### src/rtl/cache_tag_ctrl.sv
// cache_tag_ctrl: tag/valid/LRU lookup stage for a 2-way set-associative
// 2 KB cache (64 sets, 16 B blocks), sitting upstream of the fill FSM.
//
// Ports:
//   clk, rst_n        clock, asynchronous active-low reset
//   req_valid/addr    lookup request; addr is held stable while stall=1
//   flush             one-cycle pulse, invalidates every line
//   write_tag_array   from fill FSM: block written, install the tag
//   fsm_busy          from fill FSM: observational only
//   hit, hit_way      combinational lookup result (IDLE only)
//   stall             pipeline stall
//   miss_detected     one-cycle pulse to the fill FSM
//   miss_address      block-aligned miss address, held until the next miss
//   fill_err          sticky watchdog error, cleared by flush
//   hit_count,
//   miss_count        saturating statistics
//
// Build option: define CACHE_STATS_EN to enable the hit/miss counters;
// otherwise both counters are tied to zero.
module cache_tag_ctrl #(
  parameter int unsigned TAG_W        = 6,
  parameter int unsigned SET_W        = 6,
  parameter int unsigned OFF_W        = 4,
  parameter int unsigned FILL_TIMEOUT = 64
) (
  input  logic        clk,
  input  logic        rst_n,
  input  logic        req_valid,
  input  logic [15:0] req_addr,
  input  logic        flush,
  input  logic        write_tag_array,
  input  logic        fsm_busy,
  output logic        hit,
  output logic        hit_way,
  output logic        stall,
  output logic        miss_detected,
  output logic [15:0] miss_address,
  output logic        fill_err,
  output logic [15:0] hit_count,
  output logic [15:0] miss_count
);
  localparam int unsigned SETS = 1 << SET_W;

  typedef enum logic [1:0] {IDLE, MISS, WAIT_FILL, REPLAY} state_t;
  state_t state;

  logic [SETS-1:0]  valid0, valid1, lru;
  logic [TAG_W-1:0] tag0 [SETS];
  logic [TAG_W-1:0] tag1 [SETS];

  logic [SET_W-1:0] req_set, miss_set;
  logic [TAG_W-1:0] req_tag, miss_tag;
  logic             victim, next_victim, flush_pend;
  logic [15:0]      wd_cnt;
  logic             match0, match1, go_miss, wd_expire, idle_flush;
  logic             unused_inputs;

  assign req_set = req_addr[OFF_W +: SET_W];
  assign req_tag = req_addr[OFF_W+SET_W +: TAG_W];
  assign unused_inputs = ^{fsm_busy, req_addr[OFF_W-1:0]};

  assign match0  = valid0[req_set] && (tag0[req_set] == req_tag);
  assign match1  = valid1[req_set] && (tag1[req_set] == req_tag);
  // A flush in the same cycle forces the request down the miss path.
  assign hit     = (state == IDLE) && req_valid && !flush && (match0 || match1);
  assign hit_way = hit && !match0;
  assign stall   = (state != IDLE) || (req_valid && !hit);
  assign go_miss = (state == IDLE) && req_valid && !hit;

  // Victim sees the post-flush view when a flush coincides with the miss.
  assign next_victim = flush              ? 1'b0 :
                       !valid0[req_set]   ? 1'b0 :
                       !valid1[req_set]   ? 1'b1 : lru[req_set];

  assign wd_expire = (FILL_TIMEOUT != 0) && !write_tag_array &&
                     (wd_cnt == 16'(FILL_TIMEOUT - 1));

  // Pending or coincident flush is applied on the edge that re-enters IDLE,
  // which also wipes a line installed on the preceding edge.
  assign idle_flush = flush_pend || flush;

  always_ff @(posedge clk or negedge rst_n) begin
    if (!rst_n) begin
      state         <= IDLE;
      valid0        <= '0;
      valid1        <= '0;
      lru           <= '0;
      miss_set      <= '0;
      miss_tag      <= '0;
      victim        <= 1'b0;
      flush_pend    <= 1'b0;
      wd_cnt        <= '0;
      miss_detected <= 1'b0;
      miss_address  <= '0;
      fill_err      <= 1'b0;
    end else begin
      miss_detected <= 1'b0;
      if (flush) fill_err <= 1'b0;
      if (flush && state != IDLE) flush_pend <= 1'b1;
      case (state)
        IDLE: begin
          if (flush) begin
            valid0 <= '0;
            valid1 <= '0;
            lru    <= '0;
          end else if (hit) begin
            lru[req_set] <= ~hit_way;
          end
          if (go_miss) begin
            state         <= MISS;
            miss_set      <= req_set;
            miss_tag      <= req_tag;
            victim        <= next_victim;
            miss_detected <= 1'b1;
            miss_address  <= {req_addr[15:OFF_W], {OFF_W{1'b0}}};
          end
        end
        MISS: begin
          state  <= WAIT_FILL;
          wd_cnt <= '0;
        end
        WAIT_FILL: begin
          wd_cnt <= wd_cnt + 16'd1;
          if (write_tag_array) begin
            if (victim) valid1[miss_set] <= 1'b1;
            else        valid0[miss_set] <= 1'b1;
            lru[miss_set] <= ~victim;
            state         <= REPLAY;
          end else if (wd_expire) begin
            fill_err <= 1'b1;
            state    <= IDLE;
            if (idle_flush) begin
              valid0     <= '0;
              valid1     <= '0;
              lru        <= '0;
              flush_pend <= 1'b0;
            end
          end
        end
        REPLAY: begin
          state <= IDLE;
          if (idle_flush) begin
            valid0     <= '0;
            valid1     <= '0;
            lru        <= '0;
            flush_pend <= 1'b0;
          end
        end
        default: state <= IDLE;
      endcase
    end
  end

  // Tag storage needs no reset: valid bits gate every comparison.
  always_ff @(posedge clk) begin
    if (state == WAIT_FILL && write_tag_array) begin
      if (victim) tag1[miss_set] <= miss_tag;
      else        tag0[miss_set] <= miss_tag;
    end
  end

`ifdef CACHE_STATS_EN
  always_ff @(posedge clk or negedge rst_n) begin
    if (!rst_n) begin
      hit_count  <= '0;
      miss_count <= '0;
    end else if (flush) begin
      hit_count  <= '0;
      miss_count <= {15'd0, go_miss};
    end else begin
      if (hit && hit_count != '1)      hit_count  <= hit_count + 16'd1;
      if (go_miss && miss_count != '1) miss_count <= miss_count + 16'd1;
    end
  end
`else
  assign hit_count  = '0;
  assign miss_count = '0;
`endif

endmodule
### config.mk
export PLATFORM = sky130hd
export DESIGN_NAME = cache_tag_ctrl
export DESIGN_NICKNAME = d
export VERILOG_FILES = /design/src/rtl/cache_tag_ctrl.sv
export SDC_FILE = /design/constraint.sdc
export NUM_CORES = 1
export LEC_CHECK = 0
export CELL_PAD_IN_SITES_DETAIL_PLACEMENT = 0
export CELL_PAD_IN_SITES_GLOBAL_PLACEMENT = 2
export CORE_MARGIN = 2
export CORE_UTILIZATION = 40
export DETAILED_ROUTE_END_ITERATION = 7
export PLACE_DENSITY_LB_ADDON = 0.1
export SETUP_SLACK_MARGIN = 0.15
export SYNTH_ARGS = -nofsm -noshare
export SYNTH_HDL_FRONTEND = slang
export SYNTH_SLANG_ARGS = --single-unit
### constraint.sdc
create_clock -name clk -period 3.55 [get_ports clk]
set_input_delay 0.355 -clock clk [delete_from_list [all_inputs] [get_ports clk]]
set_output_delay 0.355 -clock clk [all_outputs]
set_load 0.01 [all_outputs]
=== After elaboration in Yosys (flattened, before gate mapping) ===
Memories as Yosys holds them, arrays and structs flattened.
Index checks and enable logic that the tools add are counted.
Widths: inputs -> output; s select.

* Latch bits: 0
* Memories: 2
* Bits of input ports: 22
* Word-level logic and storage cells: 118
* Output and inout port bits: 53
* Register bits: 238
* ROM bits: 0
* RAM bits: 768

{| class="wikitable"
|+ Memories
! memory !! depth !! width !! rd ports !! clocked after memory_dff !! wr ports !! line !! RTL
|-
| tag0 || 64 || 6 || 1 || 0 || 1 || 48 || <nowiki>logic [TAG_W-1:0] tag0 [SETS];</nowiki>
|-
| tag1 || 64 || 6 || 1 || 0 || 1 || 49 || <nowiki>logic [TAG_W-1:0] tag1 [SETS];</nowiki>
|}

* $lt $le $gt $ge: 4
* Shifts and indexed selects: 0
* Muxes and demuxes: 54
* Add/sub/neg operators: 1
* Div/mod/pow operators: 0
* Eq/ne operators: 12
* Multipliers: 0
* Reductions and logical operators: 29
* Bitwise operators: 4

{| class="wikitable"
|+ Operators with widths
! kind !! number
|-
| $mux 64 || 14
|-
| $pmux 64 s3 || 3
|-
| $bwmux 64 || 2
|-
| $or 64x64->64 || 2
|-
| $pmux 16 s2 || 1
|-
| $mux 1 || 24
|-
| $bmux 1 s6 || 3
|-
| $add 16x1->16 const B || 1
|-
| $eq 16x6->1 const B || 1
|-
| $lt 6x7->1 const B || 2
|-
| $logic_and 1x1->1 || 13
|-
| $demux 1 s6 || 2
|-
| $eq 6x6->1 || 2
|-
| $ge 6x1->1 const B || 2
|-
| $ne 3x3->1 const B || 4
|-
| $pmux 2 s4 || 1
|-
| $reduce_and 4->1 || 2
|-
| $mux 2 || 3
|-
| $eq 2x2->1 const B || 2
|-
| $logic_not 1->1 || 4
|-
| $ne 2x2->1 const B || 2
|-
| $reduce_and 2->1 || 2
|-
| $reduce_bool 2->1 || 2
|-
| $logic_or 1x1->1 || 3
|-
| 6 further kinds || 7
|}

=== Logic depth before layout (Yosys ltp) ===
* Depth after elaboration: 11
* Mapped depth: 18
* Depth with buffers taken out: 11

=== Least setup slack after synthesis ===
Ideal clock, no wire load.

* Kind: input-to-output
* From: input port req_addr[6]
* To: output port hit_way
* Data arrival time: 3.187 ns
* Data required time: 3.195 ns
* Stages on the path: 15
* Path slack: 0.008 ns
* Cell sequence: buf_2 buf_2 buf_2 buf_1 mux4_2 mux2i_1 o22ai_1 nor4_1 nand4_1 xnor2_1 and4_1 nand4b_1 buf_2 buf_1 inv_1

* Cells in the longest elaborated chain, start to end: 6
* Elaborated cells on any way between the ends: 14
* Classes of those cells: 2 x eq/ne; 4 x mux; 6 x reduce/logical; 2 x memory

{| class="wikitable"
|+ RTL lines
! item !! line !! RTL
|-
| from (decl) || 29 || <nowiki>input logic [15:0] req_addr,</nowiki>
|-
| $mem_v2 64x6 (tied with other cells) || n/a ||
|-
| $eq 6x6->1 (tied with other cells) || 62 || <nowiki>assign match0 = valid0[req_set] && (tag0[req_set] == req_tag);</nowiki>
|-
| $logic_and 1x1->1, on equally long branches || 62, 63 ||
|-
| $logic_or 1x1->1 || 65 || <nowiki>assign hit = (state == IDLE) && req_valid && !flush && (match0 || match1);</nowiki>
|-
| $logic_and 1x1->1 || 65 ||
|-
| $logic_and 1x1->1 * || 66 || <nowiki>assign hit_way = hit && !match0;</nowiki>
|-
| to (decl) || 34 || <nowiki>output logic hit_way,</nowiki>
|}

Every way passes the cells marked *; elsewhere a longest branch is shown, timed or not. The select of a mux whose other input is x is not followed.

=== Worst setup path in the final report ===
* From: input port req_addr[8]
* To: output port hit_way

The elaborated chain is that of the path after synthesis.

==> metrics.md <==
| Metric | Value |
|---|---|
| Full die area | `between 100000 and 150000 sq um` |
| Max Cap Viol | `0` |
| CP max FO | `20` |
| Worst reg2reg startpoint | `tag0[11][4]$_DFFE_PP_` |
| WL/cell | `~34 microns` |
| Row Count | `between 100 and 150` |
| Yosys cell types | `77` |
| DRC Markers | `3` |
| Initial antenna violation count | `4` |
| Die X-Extent | `333 microns` |
| Area of the core | `about 110000 sq um` |
| Post-route ant nets | `0` |
| Pwr Density | `roughly 640 nW/um^2` |
| Worst-Skew Late Latency | `between 0.7 and 0.8 ns` |
| CP Class | `input port to output port` |
| Fin crit period | `4.19 ns` |
| Worst path required time | `3.19 ns` |
| I/O pin count | `75` |
| Worst setup SP type | `input port` |
| R2R cell count | `17` |
| Worst vdd ir | `between 0.4 and 0.5 mV` |
| Fmax | `238 MHz` |
| Worst path max stage delay | `approximately 0.52 ns` |
| Layout cells sized above 1 | `0.271` |
| First-pass GRT wire length | `roughly 240000 microns` |
| CTS tree | `yes` |
| Total GRT Usage | `0.313` |
| DP HPWL | `between 100000 and 150000 microns` |
| Asr flop ratio synth | `0.227` |
| # port buffers | `33` |
| FF-to-FF End | `lru[53]$_DFFE_PN0P_` |
| Worst hold-check path type | `input port to async pin` |
| CP Capture Type | `output port` |
| CTS root buf | `clkbuf_16` |
| Iter 0 DRT Violations | `~3500` |
| CP Cell Sequence | `clkdlybuf4s50_1 -> buf_12 -> or3b_4 -> buf_4 -> o22ai_1 -> nor2_1 -> and3_1 -> nor4_4 -> and4_4 -> buf_6 -> buf_6 -> nand4b_1 -> buf_4 -> inv_2 -> buf_6` |
| Top-area cell type share of the netlist area | `0.533` |
| CTS Buffer Depth | `3` |
| Initial core utilization | `0.404` |
| Slew Limit Fails | `0` |
| # fillers | `just over 9000` |
| Final period utilization | `1.18` |
| CP max stage cell | `clkdlybuf4s50_1` |
| Global placer's final weighted congestion | `~0.94` |
| Clock-pin slew on the worst setup and hold paths | `0.06 ns` |
| CTS sink count | `just under 1000` |
| Post-Layout Cell Count | `between 5000 and 6000` |
| Failing checks | `design-rule violations, negative setup slack` |
| CP startpoint | `req_addr[8]` |
| Vias in the first global route | `between 30000 and 40000` |
| Nets | `~3700` |
| Mean post-synth cell area | `around 13 sq um` |
| Post-Route Skew | `0.0399 ns` |
| Post-layout util | `0.499` |
| Total CTS buffers | `around 110` |
| Post-synth EDFFs | `768` |
| Status | `finished, violations left` |
| Cells after synthesis | `~3200` |
| DRT Wirelength | `between 150000 and 200000 microns` |
| Reg area | `approximately 29000 sq um` |
| Die extent in y | `between 300 and 400 microns` |
| DP Cell Count | `about 5000` |
| Total grt overflow | `0` |
| Largest net degree at the start of global routing | `about 130` |
| Final hold vios | `0` |
| Number of vias after detailed routing | `31500` |
| Max_slew headroom | `0.318` |
| PnR worst setup slack | `-0.643 ns` |
| Average vias per placed instance | `6.09` |
| Place WS | `-1.46 ns` |
| Synth Register Bits | `just under 1000` |
| Crit path arrival time | `~3.8 ns` |
| Post-synthesis sequential area ratio | `0.664` |
| Area leader, netlist | `edfxtp_1` |
| Commonest non-fill, non-tap cells in the layout | `768 x edfxtp_1, 486 x buf_4, 421 x nor2_1` |
| Setup violators final | `81` |
| # H-tree levels | `3` |
| Slew @ Worst Pin | `approximately 1.0 ns` |
| Main flop type after synthesis | `edfxtp_1` |
| Yosys warns | `0` |
| Unrepaired setup endpoints after global routing | `yes` |
| Netlist Area Pre-Place | `approximately 43000 sq um` |
| Top post-synthesis cells by area | `edfxtp_1 53%, dfrtp_1 13%, mux4_2 4.9%` |
| Leak | `19.6 nW` |
| Reg-to-reg setup timing slack | `-0.47 ns` |
| Most numerous cell on the critical path | `buf_6` |
| ANT cells | `0` |
| Drt first pass iters | `8` |
| Commonest non-fill, non-tap cell in the layout | `edfxtp_1` |
| Area delta synth->final | `23.6%` |
| Multi-input gate area | `around 14000 sq um` |
sequential cells by signal, indices dropped and copies added (netlist names), 5 cells and up:
name,cells
tag0,384
miss_set,5
miss_tag,6
valid0,64
lru,64
wd_cnt,16
valid1,64
tag1,384
timing repair:
item / in CTS / in global routing
gates cloned: 8 / 0
hold buffers: 1 / 0
endpoints found under the setup margin: 83 / 83
hold endpoints to repair: 80 / 0
buffers inserted: 11 / 2
gates resized for setup: 139 / 24
pin swaps: 62 / 27
Yosys cell counts (13+ instances only):
master	count
edfxtp_1	768
nor2_1	426
dfrtp_1	226
a21oi_1	213
nand2_1	149
mux2i_1	140
clkbuf_1	118
o21ai_0	115
o22ai_1	111
mux4_2	94
a31oi_1	81
buf_2	74
o21ai_1	60
a22oi_1	55
buf_4	53
mux2_2	40
nand3_1	35
nand3b_1	31
nand2b_1	30
a221oi_1	29
buf_1	29
and3_1	26
nor3b_1	22
or3b_2	21
inv_1	19
nor3_1	18
and3b_1	17
nor2b_1	16
o221ai_1	13
through the flow:
step | area (sq um) | total power (W) | TNS (ns) | hold WS, ns
6_report | 53500 | 0.0341 | -39.96 | 0.237
2_1_floorplan | 43500 | 0.0181 | 0 | 0.0594
5_1_grt | 53500 | 0.0351 | -43.15 | 0.291
4_1_cts | 53300 | 0.0341 | -31.53 | 0.247
3_5_place_dp | 49000 | 0.0217 | -106.52 | 0.428
3_3_place_gp | 49000 | 0.0216 | -106.92 | 0.430
area by class of cell:
| class | count | area share |
|---|---|---|
| inverter | 21 | 0.00147 |
| sequential | 994 | 0.537 |
| tap | 1403 | 0.0328 |
| clock inverter | 65 | 0.0150 |
| multi-input combinational | 1959 | 0.257 |
| timing repair buffer | 600 | 0.104 |
| clock buffer | 134 | 0.0525 |
worst max-delay path, delay by kind of cell:
| family | cells | cell delay [ns] |
|---|---|---|
| buffers and inverters | 8 | 1.47 |
| AO/OA/AOI/OAI | 1 | 0.31 |
| AND/OR/NAND/NOR | 6 | 1.65 |
layer usage:
metal,vias up,track usage,wire length (microns)
li1,13200,-,-
met1,16400,0.426,72400
met2,1563,0.485,79600
met3,337,0.0603,14300
met4,2,0.147,8820
met5,-,0,12
worst max path at each step:
stage | endpoint | slack [ns] | cells after the start
floorplan | miss_tag[2]$_DFFE_PN0P_ | 0.15 | 16
global placement | hit_way | -1.47 | 14
detailed placement | hit_way | -1.46 | 14
CTS | stall | -0.59 | 13
global route | stall | -0.69 | 13
finish | hit_way | -0.64 | 15
logic make-up after synthesis:
logic type,synth area share
DFF,0.664
adders and majority gates,0.00145
and+or+nand+nor,0.0940
muxes,0.0917
buffers and inverters,0.0354
xor gates and xnor gates,0.00182
other,0.0000867
AOI/OAI and AO/OA,0.112
power by group:
group	switching (W)	internal, W	total [W]	leakage, nW
Clock	0.00479	0.00678	0.0116	1.74
Sequential	0.000649	0.0142	0.0148	10.0
Combinational	0.00536	0.00240	0.00776	7.83
Power figures use the tool's default switching activity.
